<file path="config.mk">
export PLATFORM = sky130hd
export DESIGN_NAME = spi_channel_writer
export DESIGN_NICKNAME = d
export VERILOG_FILES = /design/src/rtl/spi_channel_writer.sv
export SDC_FILE = /design/constraint.sdc
export NUM_CORES = 1
export LEC_CHECK = 0
export BUFFER_PORTS_ARGS = -buffer_cell sky130_fd_sc_hd__buf_4
export CAP_MARGIN = 15
export CELL_PAD_IN_SITES_DETAIL_PLACEMENT = 1
export CELL_PAD_IN_SITES_GLOBAL_PLACEMENT = 2
export CORE_MARGIN = 2
export CORE_UTILIZATION = 30
export DETAILED_ROUTE_END_ITERATION = 7
export PLACE_DENSITY_LB_ADDON = 0.1
export SLEW_MARGIN = 15
export SYNTH_ARGS = -nofsm -noshare
export SYNTH_HDL_FRONTEND = slang
export SYNTH_SLANG_ARGS = --single-unit
</file>
<file path="constraint.sdc">
create_clock -name i_clk -period 4.9 [get_ports i_clk]
set_input_delay 0.49 -clock i_clk [delete_from_list [all_inputs] [get_ports i_clk]]
set_output_delay 0.49 -clock i_clk [all_outputs]
set_load 0.02 [all_outputs]
</file>
<file path="src/rtl/spi_channel_writer.sv">
// -----------------------------------------------------------------------------
// spi_channel_writer
//
// Radio channel-change engine. When a request arrives in IDLE it latches the
// channel index, builds the FSCTRL word (FREQ = 357 + 5*channel), writes it to
// the radio over SPI mode 0, sends the SRXON command strobe, and then pulses
// o_channel_change_done for one cycle. The SPI pins carry meaningful values
// only while o_busy is high; the upstream control FSM arbitrates the bus.
//
// Ports
//   i_clk                  system clock
//   i_rst_n                asynchronous active-low reset (aborts any transfer)
//   i_ch_en                level request; starts a transfer when seen in IDLE
//   i_channel[3:0]         channel index 0..15 (802.15.4 ch 11..26)
//   i_miso                 SPI data from the radio
//   o_sclk                 SPI clock, mode 0 (idles low)
//   o_mosi                 SPI data to the radio, MSB first
//   o_csn                  SPI chip select, active low
//   o_busy                 high from the start cycle until back in IDLE
//   o_channel_change_done  one-cycle completion pulse
//   o_status[7:0]          radio status byte (first byte of the latest frame)
// -----------------------------------------------------------------------------
module spi_channel_writer #(
   parameter int         CLK_DIV     = 4,
   parameter logic [5:0] FSCTRL_ADDR = 6'h18,
   parameter logic [1:0] LOCK_THR    = 2'b01,
   parameter logic [7:0] SRXON_CMD   = 8'h03
) (
   input  logic       i_clk,
   input  logic       i_rst_n,
   input  logic       i_ch_en,
   input  logic [3:0] i_channel,
   input  logic       i_miso,
   output logic       o_sclk,
   output logic       o_mosi,
   output logic       o_csn,
   output logic       o_busy,
   output logic       o_channel_change_done,
   output logic [7:0] o_status
);

   // Counter wide enough to hold 2*CLK_DIV-1 (the gap length)
   localparam int            CW        = $clog2(2 * CLK_DIV);
   localparam logic [CW-1:0] HALF_LAST = CW'(CLK_DIV - 1);
   localparam logic [CW-1:0] GAP_LAST  = CW'(2 * CLK_DIV - 1);

   typedef enum logic [2:0] {
      S_IDLE,
      S_SETUP1,
      S_SHIFT1,
      S_GAP,
      S_SETUP2,
      S_SHIFT2,
      S_DONE,
      S_WAIT_REL
   } state_t;

   state_t        r_state;
   logic [CW-1:0] r_cnt;
   logic [5:0]    r_half;     // half-period index inside a SHIFT state
   logic [23:0]   r_shift;    // MSB drives MOSI directly
   logic [7:0]    r_rx;
   logic          r_sclk;
   logic          r_csn;
   logic          r_busy;
   logic          r_done;
   logic [7:0]    r_status;

   logic [9:0]    w_freq;
   logic [23:0]   w_frame1;
   logic          w_half_end;
   logic          w_last_half;
   logic          w_sample_next;

   assign w_freq     = 10'd357 + 10'd5 * {6'd0, i_channel};
   assign w_frame1   = {2'b00, FSCTRL_ADDR, LOCK_THR, 4'b0000, w_freq};
   assign w_half_end = (r_cnt == HALF_LAST);

   // SHIFT halves alternate high (even index) / low (odd index); the frame
   // ends after the trailing low half of its last bit.
   assign w_last_half = (r_state == S_SHIFT1) ? (r_half == 6'd47) : (r_half == 6'd15);

   // Only the first byte of each frame is captured. The rising edge after odd
   // half h starts bit (h+1)/2, so bits 1..7 come from h <= 13.
   assign w_sample_next = (r_half < 6'd15);

   always_ff @(posedge i_clk or negedge i_rst_n) begin
      if (!i_rst_n) begin
         r_state  <= S_IDLE;
         r_cnt    <= '0;
         r_half   <= '0;
         r_shift  <= '0;
         r_rx     <= '0;
         r_sclk   <= 1'b0;
         r_csn    <= 1'b1;
         r_busy   <= 1'b0;
         r_done   <= 1'b0;
         r_status <= 8'h00;
      end else begin
         r_done <= 1'b0;
         case (r_state)
            S_IDLE: begin
               r_cnt <= '0;
               if (i_ch_en) begin
                  // Loading the frame here latches the channel and puts bit 23
                  // on MOSI as chip select falls.
                  r_shift <= w_frame1;
                  r_csn   <= 1'b0;
                  r_busy  <= 1'b1;
                  r_state <= S_SETUP1;
               end
            end

            S_SETUP1, S_SETUP2: begin
               if (w_half_end) begin
                  r_cnt   <= '0;
                  r_half  <= '0;
                  r_sclk  <= 1'b1;
                  r_rx    <= {r_rx[6:0], i_miso};  // first rising edge of frame
                  r_state <= (r_state == S_SETUP1) ? S_SHIFT1 : S_SHIFT2;
               end else begin
                  r_cnt <= r_cnt + CW'(1);
               end
            end

            S_SHIFT1, S_SHIFT2: begin
               if (w_half_end) begin
                  r_cnt  <= '0;
                  r_half <= r_half + 6'd1;
                  if (!r_half[0]) begin
                     // End of high half: fall SCLK and present the next bit
                     r_sclk  <= 1'b0;
                     r_shift <= {r_shift[22:0], 1'b0};
                  end else if (w_last_half) begin
                     r_csn    <= 1'b1;
                     r_status <= r_rx;
                     r_state  <= (r_state == S_SHIFT1) ? S_GAP : S_DONE;
                  end else begin
                     r_sclk <= 1'b1;
                     if (w_sample_next) begin
                        r_rx <= {r_rx[6:0], i_miso};
                     end
                  end
               end else begin
                  r_cnt <= r_cnt + CW'(1);
               end
            end

            S_GAP: begin
               if (r_cnt == GAP_LAST) begin
                  r_cnt   <= '0;
                  r_csn   <= 1'b0;
                  r_shift <= {SRXON_CMD, 16'h0000};
                  r_state <= S_SETUP2;
               end else begin
                  r_cnt <= r_cnt + CW'(1);
               end
            end

            S_DONE: begin
               r_done  <= 1'b1;
               r_state <= S_WAIT_REL;
            end

            S_WAIT_REL: begin
               // A held request must drop before another transfer can start
               if (!i_ch_en) begin
                  r_busy  <= 1'b0;
                  r_state <= S_IDLE;
               end
            end

            default: r_state <= S_IDLE;
         endcase
      end
   end

   assign o_sclk                = r_sclk;
   assign o_mosi                = r_shift[23];
   assign o_csn                 = r_csn;
   assign o_busy                = r_busy;
   assign o_channel_change_done = r_done;
   assign o_status              = r_status;

endmodule

</file>
Word level (Yosys, flattened, before mapping)

Index checks and enable logic that the tools add are counted.
W data, S select, Z words.

$add $sub $neg: 3
$mul: 1
$lt $le $gt $ge: 1
Equal/unequal tests: 22
Mux-type cells: 43
Reductions and logical operators: 16

Operator list:

| operator               | count |
|---|---|
| $mux W24               | 4 |
| $pmux W24 S3           | 1 |
| $mux W8                | 5 |
| $mux W3                | 11 |
| $ne A2 B2 Y1 const B   | 10 |
| $pmux W3 S6            | 1 |
| $pmux W8 S2            | 1 |
| $eq A3 B3 Y1 const B   | 5 |
| $mux W1                | 13 |
| $mux W6                | 2 |
| $pmux W6 S2            | 1 |
| $reduce_and A6 Y1      | 2 |
| $add A9 B7 Y10 const A | 1 |
| $eq A3 B2 Y1 const B   | 3 |
| $pmux W3 S3            | 1 |
| $reduce_and A4 Y1      | 2 |
| $mul A3 B4 Y7 const A  | 1 |
| $reduce_and A7 Y1      | 1 |
| $add A6 B1 Y6 const B  | 1 |
| $eq A6 B4 Y1 const B   | 1 |
| $eq A6 B6 Y1 const B   | 1 |
| $lt A6 B4 Y1 const B   | 1 |
| $reduce_and A3 Y1      | 2 |
| $reduce_bool A3 Y1     | 2 |
| other kinds (10)       | 13 |

Bits in registers: 56
Bits of input ports: 8
Output and inout bits: 13
Word-level logic and storage cells: 96

Depth between registers and ports, before layout

Word-level depth: 6
Gate-level depth with buffers: 9
Mapped depth without buffers: 9

Worst setup path before layout

OpenSTA, ideal clock, no wires.

Kind: input to register
Start: in i_channel[1]
End: reg r_shift[6]
Library setup time: 0.124 ns
Arrival time: 2.034 ns
Data required time: 4.776 ns
Slack: 2.742 ns
Cell stages on the path: 8
Path buffers: 0
Cells stage by stage: ha_1 > ha_1 > ha_1 > nand3_1 > a221oi_1 > xnor2_1 > a22oi_1 > a21oi_1

Longest elaborated chain between the ends: 4

RTL lines:

| what                   | RTL line | source |
|---|---|---|
| start: declaration     | 32       | `input logic [3:0] i_channel,` |
| $mul A3 B4 Y7          | 75       | `assign w_freq = 10'd357 + 10'd5 * {6'd0, i_channel};` |
| $add A9 B7 Y10         | 75       |  |
| $mux W24               | 104      | `if (i_ch_en) begin` |
| $pmux W24 S3           | 101      | `case (r_state)` |
| end signal: assignment | 107      | `r_shift <= w_frame1;` |
| end signal: assignment | 133      | `r_shift <= {r_shift[22:0], 1'b0};` |
| end signal: assignment | 153      | `r_shift <= {SRXON_CMD, 16'h0000};` |
| end: declaration       | 61       | `logic [23:0] r_shift;` |

No other way between the ends. The select of a mux whose other input is x is not followed.
A chain may end at the register's enable or synchronous reset.

Worst setup path in the final report

Start: reg r_state[0]
End: reg r_status[3], in the netlist o_status[3]

Longest elaborated chain between the ends: 3
Elaborated cells on any way between the ends: 5
Classes of those cells: eq/ne (2); mux (1); reduce/logical (2)

RTL lines:

| what                                                | RTL line | source |
|---|---|---|
| start: declaration                                  | 58       | `state_t r_state;` |
| start signal: assignment                            | 120      | `r_state <= (r_state == S_SETUP1) ? S_SHIFT1 : S_SHIFT2;` |
| start signal: assignment                            | 137      | `r_state <= (r_state == S_SHIFT1) ? S_GAP : S_DONE;` |
| $eq A3 B2 Y1 / $eq A3 B3 Y1 (equally long branches) | 81, 101  |  |
| $mux W1 / $reduce_or A2 Y1 (equally long branches)  | 81, 101  |  |
| $reduce_and A4 Y1 (no source line) *                | n/a      |  |
| end signal: assignment                              | 136      | `r_status <= r_rx;` |
| end: declaration                                    | 67       | `logic [7:0] r_status;` |

Every way passes the cells marked *; elsewhere a longest branch is shown, timed or not.

==> results.sh <==
export IMPL_rows=36
export IMPL_ys_ff_latch=56
export IMPL_synth_area_um2=2970
export IMPL_vias_per_cell=4.80
export IMPL_crit_required_ns=5.10
export IMPL_fin_ws_ns=2.39
export IMPL_n_antenna_cell=0
export IMPL_gp_congestion=0.738
export IMPL_synth_area_per_cell_um2=10.2
export IMPL_die_area_um2=10700
export IMPL_combPwrFrac_pct=6.2
export IMPL_synthCells=292
export IMPL_layout_drive_gt1_share_pct=19.0
export IMPL_dp_hpwl_um=4500
export IMPL_root_buffer="clkbuf_8"
export IMPL_drt_iter0_drc=41
export IMPL_synth_top_area_cell="dfrtp_1"
export IMPL_post_drt_wl_per_cell_um=14.5
export IMPL_synth_fp_nets=320
export IMPL_crit_fanout=28
export IMPL_yosysMostFrequentCell="dfrtp_1"
export IMPL_routed_wl_um=6430
export IMPL_setup_worst_path_start_class="register"
export IMPL_cts_sinks=56
export IMPL_pwr_density_cell_nw_per_um2=234
export IMPL_drtPass1Iterations=4
export IMPL_async_flop_share_pct=100
export IMPL_grt_max_degree=57
export IMPL_core_area_um2=9680
export IMPL_grt_pass1_vias=2326
export IMPL_antenna_found_initial=0
export IMPL_period_needed_ns=2.51
export IMPL_cts_path_max_buffers=2
export IMPL_cts_max_level=2
export IMPL_synthTopCellsByArea="dfrtp_1 46%, ha_1 8.4%, mux2_2 7.6%"
export IMPL_start_util_pct=30.7
export IMPL_cap_violations=0
export IMPL_detail_route_antenna_nets=0
export IMPL_grt_use_total_pct=13.0
export IMPL_worst_skew_pair_late_latency_ns=0.31
export IMPL_seq_area_frac_synth_pct=47.2
export IMPL_dp_cells=436
export IMPL_post_cts_buffers=0
export IMPL_die_width_um=104
export IMPL_arrival_ns=2.71
export IMPL_cts_clk_slew_worst_paths_ns=0.11
export IMPL_finalHoldViolCount=0
export IMPL_p_sw_mw=0.193
export IMPL_grt_pass1_wl_um=11500
export IMPL_switching_share_pct=24.8
export IMPL_internal_power_mw=0.588
export IMPL_rsz0062_at_grt="false"
export IMPL_totalNegativeSetupSlack_ns=0
export IMPL_fmax_mhz=398
export IMPL_cts_tree="done"
export IMPL_grt_overflow=0
export IMPL_synth_edf_count=0
export IMPL_peakVddDrop_v=0.000113
export IMPL_synthFlopType="dfrtp_1"
export IMPL_finClkSkew_ns=0.0128
export IMPL_hold_buffers=0
export IMPL_yosysWarnings=0
export IMPL_finalHoldWorstSlack_ns=0.225
export IMPL_path_class="reg -> reg"
export IMPL_worst_pin_slew_ns=0.770
export IMPL_setup_viol=0
export IMPL_relSlewSlack_pct=48.3
export IMPL_dp_slack_ns=2.35
export IMPL_ioPinCount=21
export IMPL_synth_distinct_cells=43
export IMPL_maxSlewViolCount=0
export IMPL_hold_path_class="in -> async"
export IMPL_p_leak_nw=1.50
export IMPL_instances_no_fill=444
export IMPL_cts_buffers=5
export IMPL_outcome="finished, final reports clean"
export IMPL_synth_top_area_share_pct=46.3
export IMPL_areaGrowthSynthToFinish_pct=12.1
export IMPL_nets=338
export IMPL_power_frac_clock_pct=34.1
export IMPL_postCtsResizedCells=0
export IMPL_drc=0
export IMPL_num_vias=2129
export IMPL_finalCritPeriodShare_pct=51.2
export IMPL_synth_common_cells="55 x dfrtp_1, 25 x nor2_1, 23 x inv_1"
export IMPL_fp_dieH_um=104
export IMPL_portBuffers=20
export IMPL_cp_end_kind="register"
export IMPL_p_seq_share_pct=59.7
[layout by cell type, fill, tap and decap left out, types with 2 or more instances in the layout]
| master | count |
|---|---|
| mux2i_1 | 2 |
| o22a_1 | 2 |
| and2_1 | 3 |
| buf_4 | 22 |
| inv_1 | 23 |
| o21ai_0 | 21 |
| nand3_1 | 17 |
| nand2b_1 | 8 |
| a21oi_1 | 16 |
| nor3_1 | 3 |
| nand2_1 | 17 |
| o22ai_1 | 4 |
| mux2_2 | 20 |
| o31ai_1 | 3 |
| ha_1 | 20 |
| or4_1 | 2 |
| nor2_1 | 25 |
| clkbuf_8 | 5 |
| a31oi_1 | 4 |
| o21bai_1 | 3 |
| a21oi_2 | 3 |
| a21o_1 | 3 |
| a22oi_1 | 5 |
| xnor2_1 | 5 |
| dfrtp_1 | 55 |
[per-layer routing]
layer | track usage (%) | routed length, um | vias to the layer above
li1 | - | - | 1055
met1 | 17.3 | 3170 | 1059
met2 | 22.2 | 3100 | 11
met3 | 2.01 | 110 | 4
met4 | 3.19 | 58 | 0
met5 | 0 | 0 | -
[metrics by stage]
stage	power, mW	util (%)	area, um2
6_report	0.781	34.4	3330
5_1_grt	0.822	34.4	3330
4_1_cts	0.800	34.4	3330
3_5_place_dp	0.526	33.5	3240
3_3_place_gp	0.526	33.5	3240
2_1_floorplan	0.503	-	2970
[area by class of cell]
type | count | area [um2]
clock buffer | 5 | 68.8
clock inverter | 3 | 22.5
fill | 1104 | 6350
inverter | 23 | 86.3
multi-input combinational | 202 | 1420
sequential | 56 | 1400
tap | 133 | 166
timing repair buffer | 22 | 165
[worst max-delay path, stage by stage (launching register included)]
cell      delay [ns]
dfrtp_1         0.42
inv_1           0.14
ha_1            0.36
nor2b_4         0.27
nand2b_1        0.13
buf_4           0.32
nand4_2         0.36
mux2_2          0.39
[kinds of logic (layout without fill, tap and decap cells)]
group	after synthesis	after routing	synth area share [%]
AO/OA/AOI/OAI	73	73	15.4
XOR/XNOR	6	6	1.77
adder cells (fa/ha/maj)	20	20	8.42
buffers and inverters	34	53	5.01
flip-flops	56	56	47.2
multiplexers	22	22	8.25
AND/OR/NAND/NOR	81	81	13.9
[registers in the layout, indices dropped and copies added (netlist names), 3 cells and up]
name      count
r_cnt         3
r_shift      24
r_rx          8
r_half        6
o_status      8
r_state       3
[power groups by stage]
stage / registers, mW / logic, mW / clock network, mW
final: 0.466 / 0.0485 / 0.266
after global placement: 0.475 / 0.0508 / 0
after CTS: 0.466 / 0.0505 / 0.283
after global routing: 0.467 / 0.0562 / 0.299
after floorplan: 0.475 / 0.0282 / 0
after detailed placement: 0.475 / 0.0503 / 0
[path summary, 6_finish.rpt]
| kind | startpoint | end | slack (ns) | cells past startpoint |
|---|---|---|---|---|
| min reg2reg | r_cnt[0]$_DFFE_PN0P_ | r_cnt[0]$_DFFE_PN0P_ | 0.48 | 1 |
| max in group asynchronous | i_rst_n | r_half[4]$_DFFE_PN0P_ | 4.19 | 1 |
| max reg2reg | r_state[0]$_DFFE_PN0P_ | o_status[3]$_DFFE_PN0P_ | 2.39 | 7 |
| min | i_rst_n | r_shift[11]$_DFFE_PN0P_ | 0.23 | 1 |
| min in group i_clk | i_miso | r_rx[0]$_DFFE_PN0P_ | 0.41 | 2 |
| max | r_state[0]$_DFFE_PN0P_ | o_status[3]$_DFFE_PN0P_ | 2.39 | 7 |
Power figures use the tool's default switching activity.
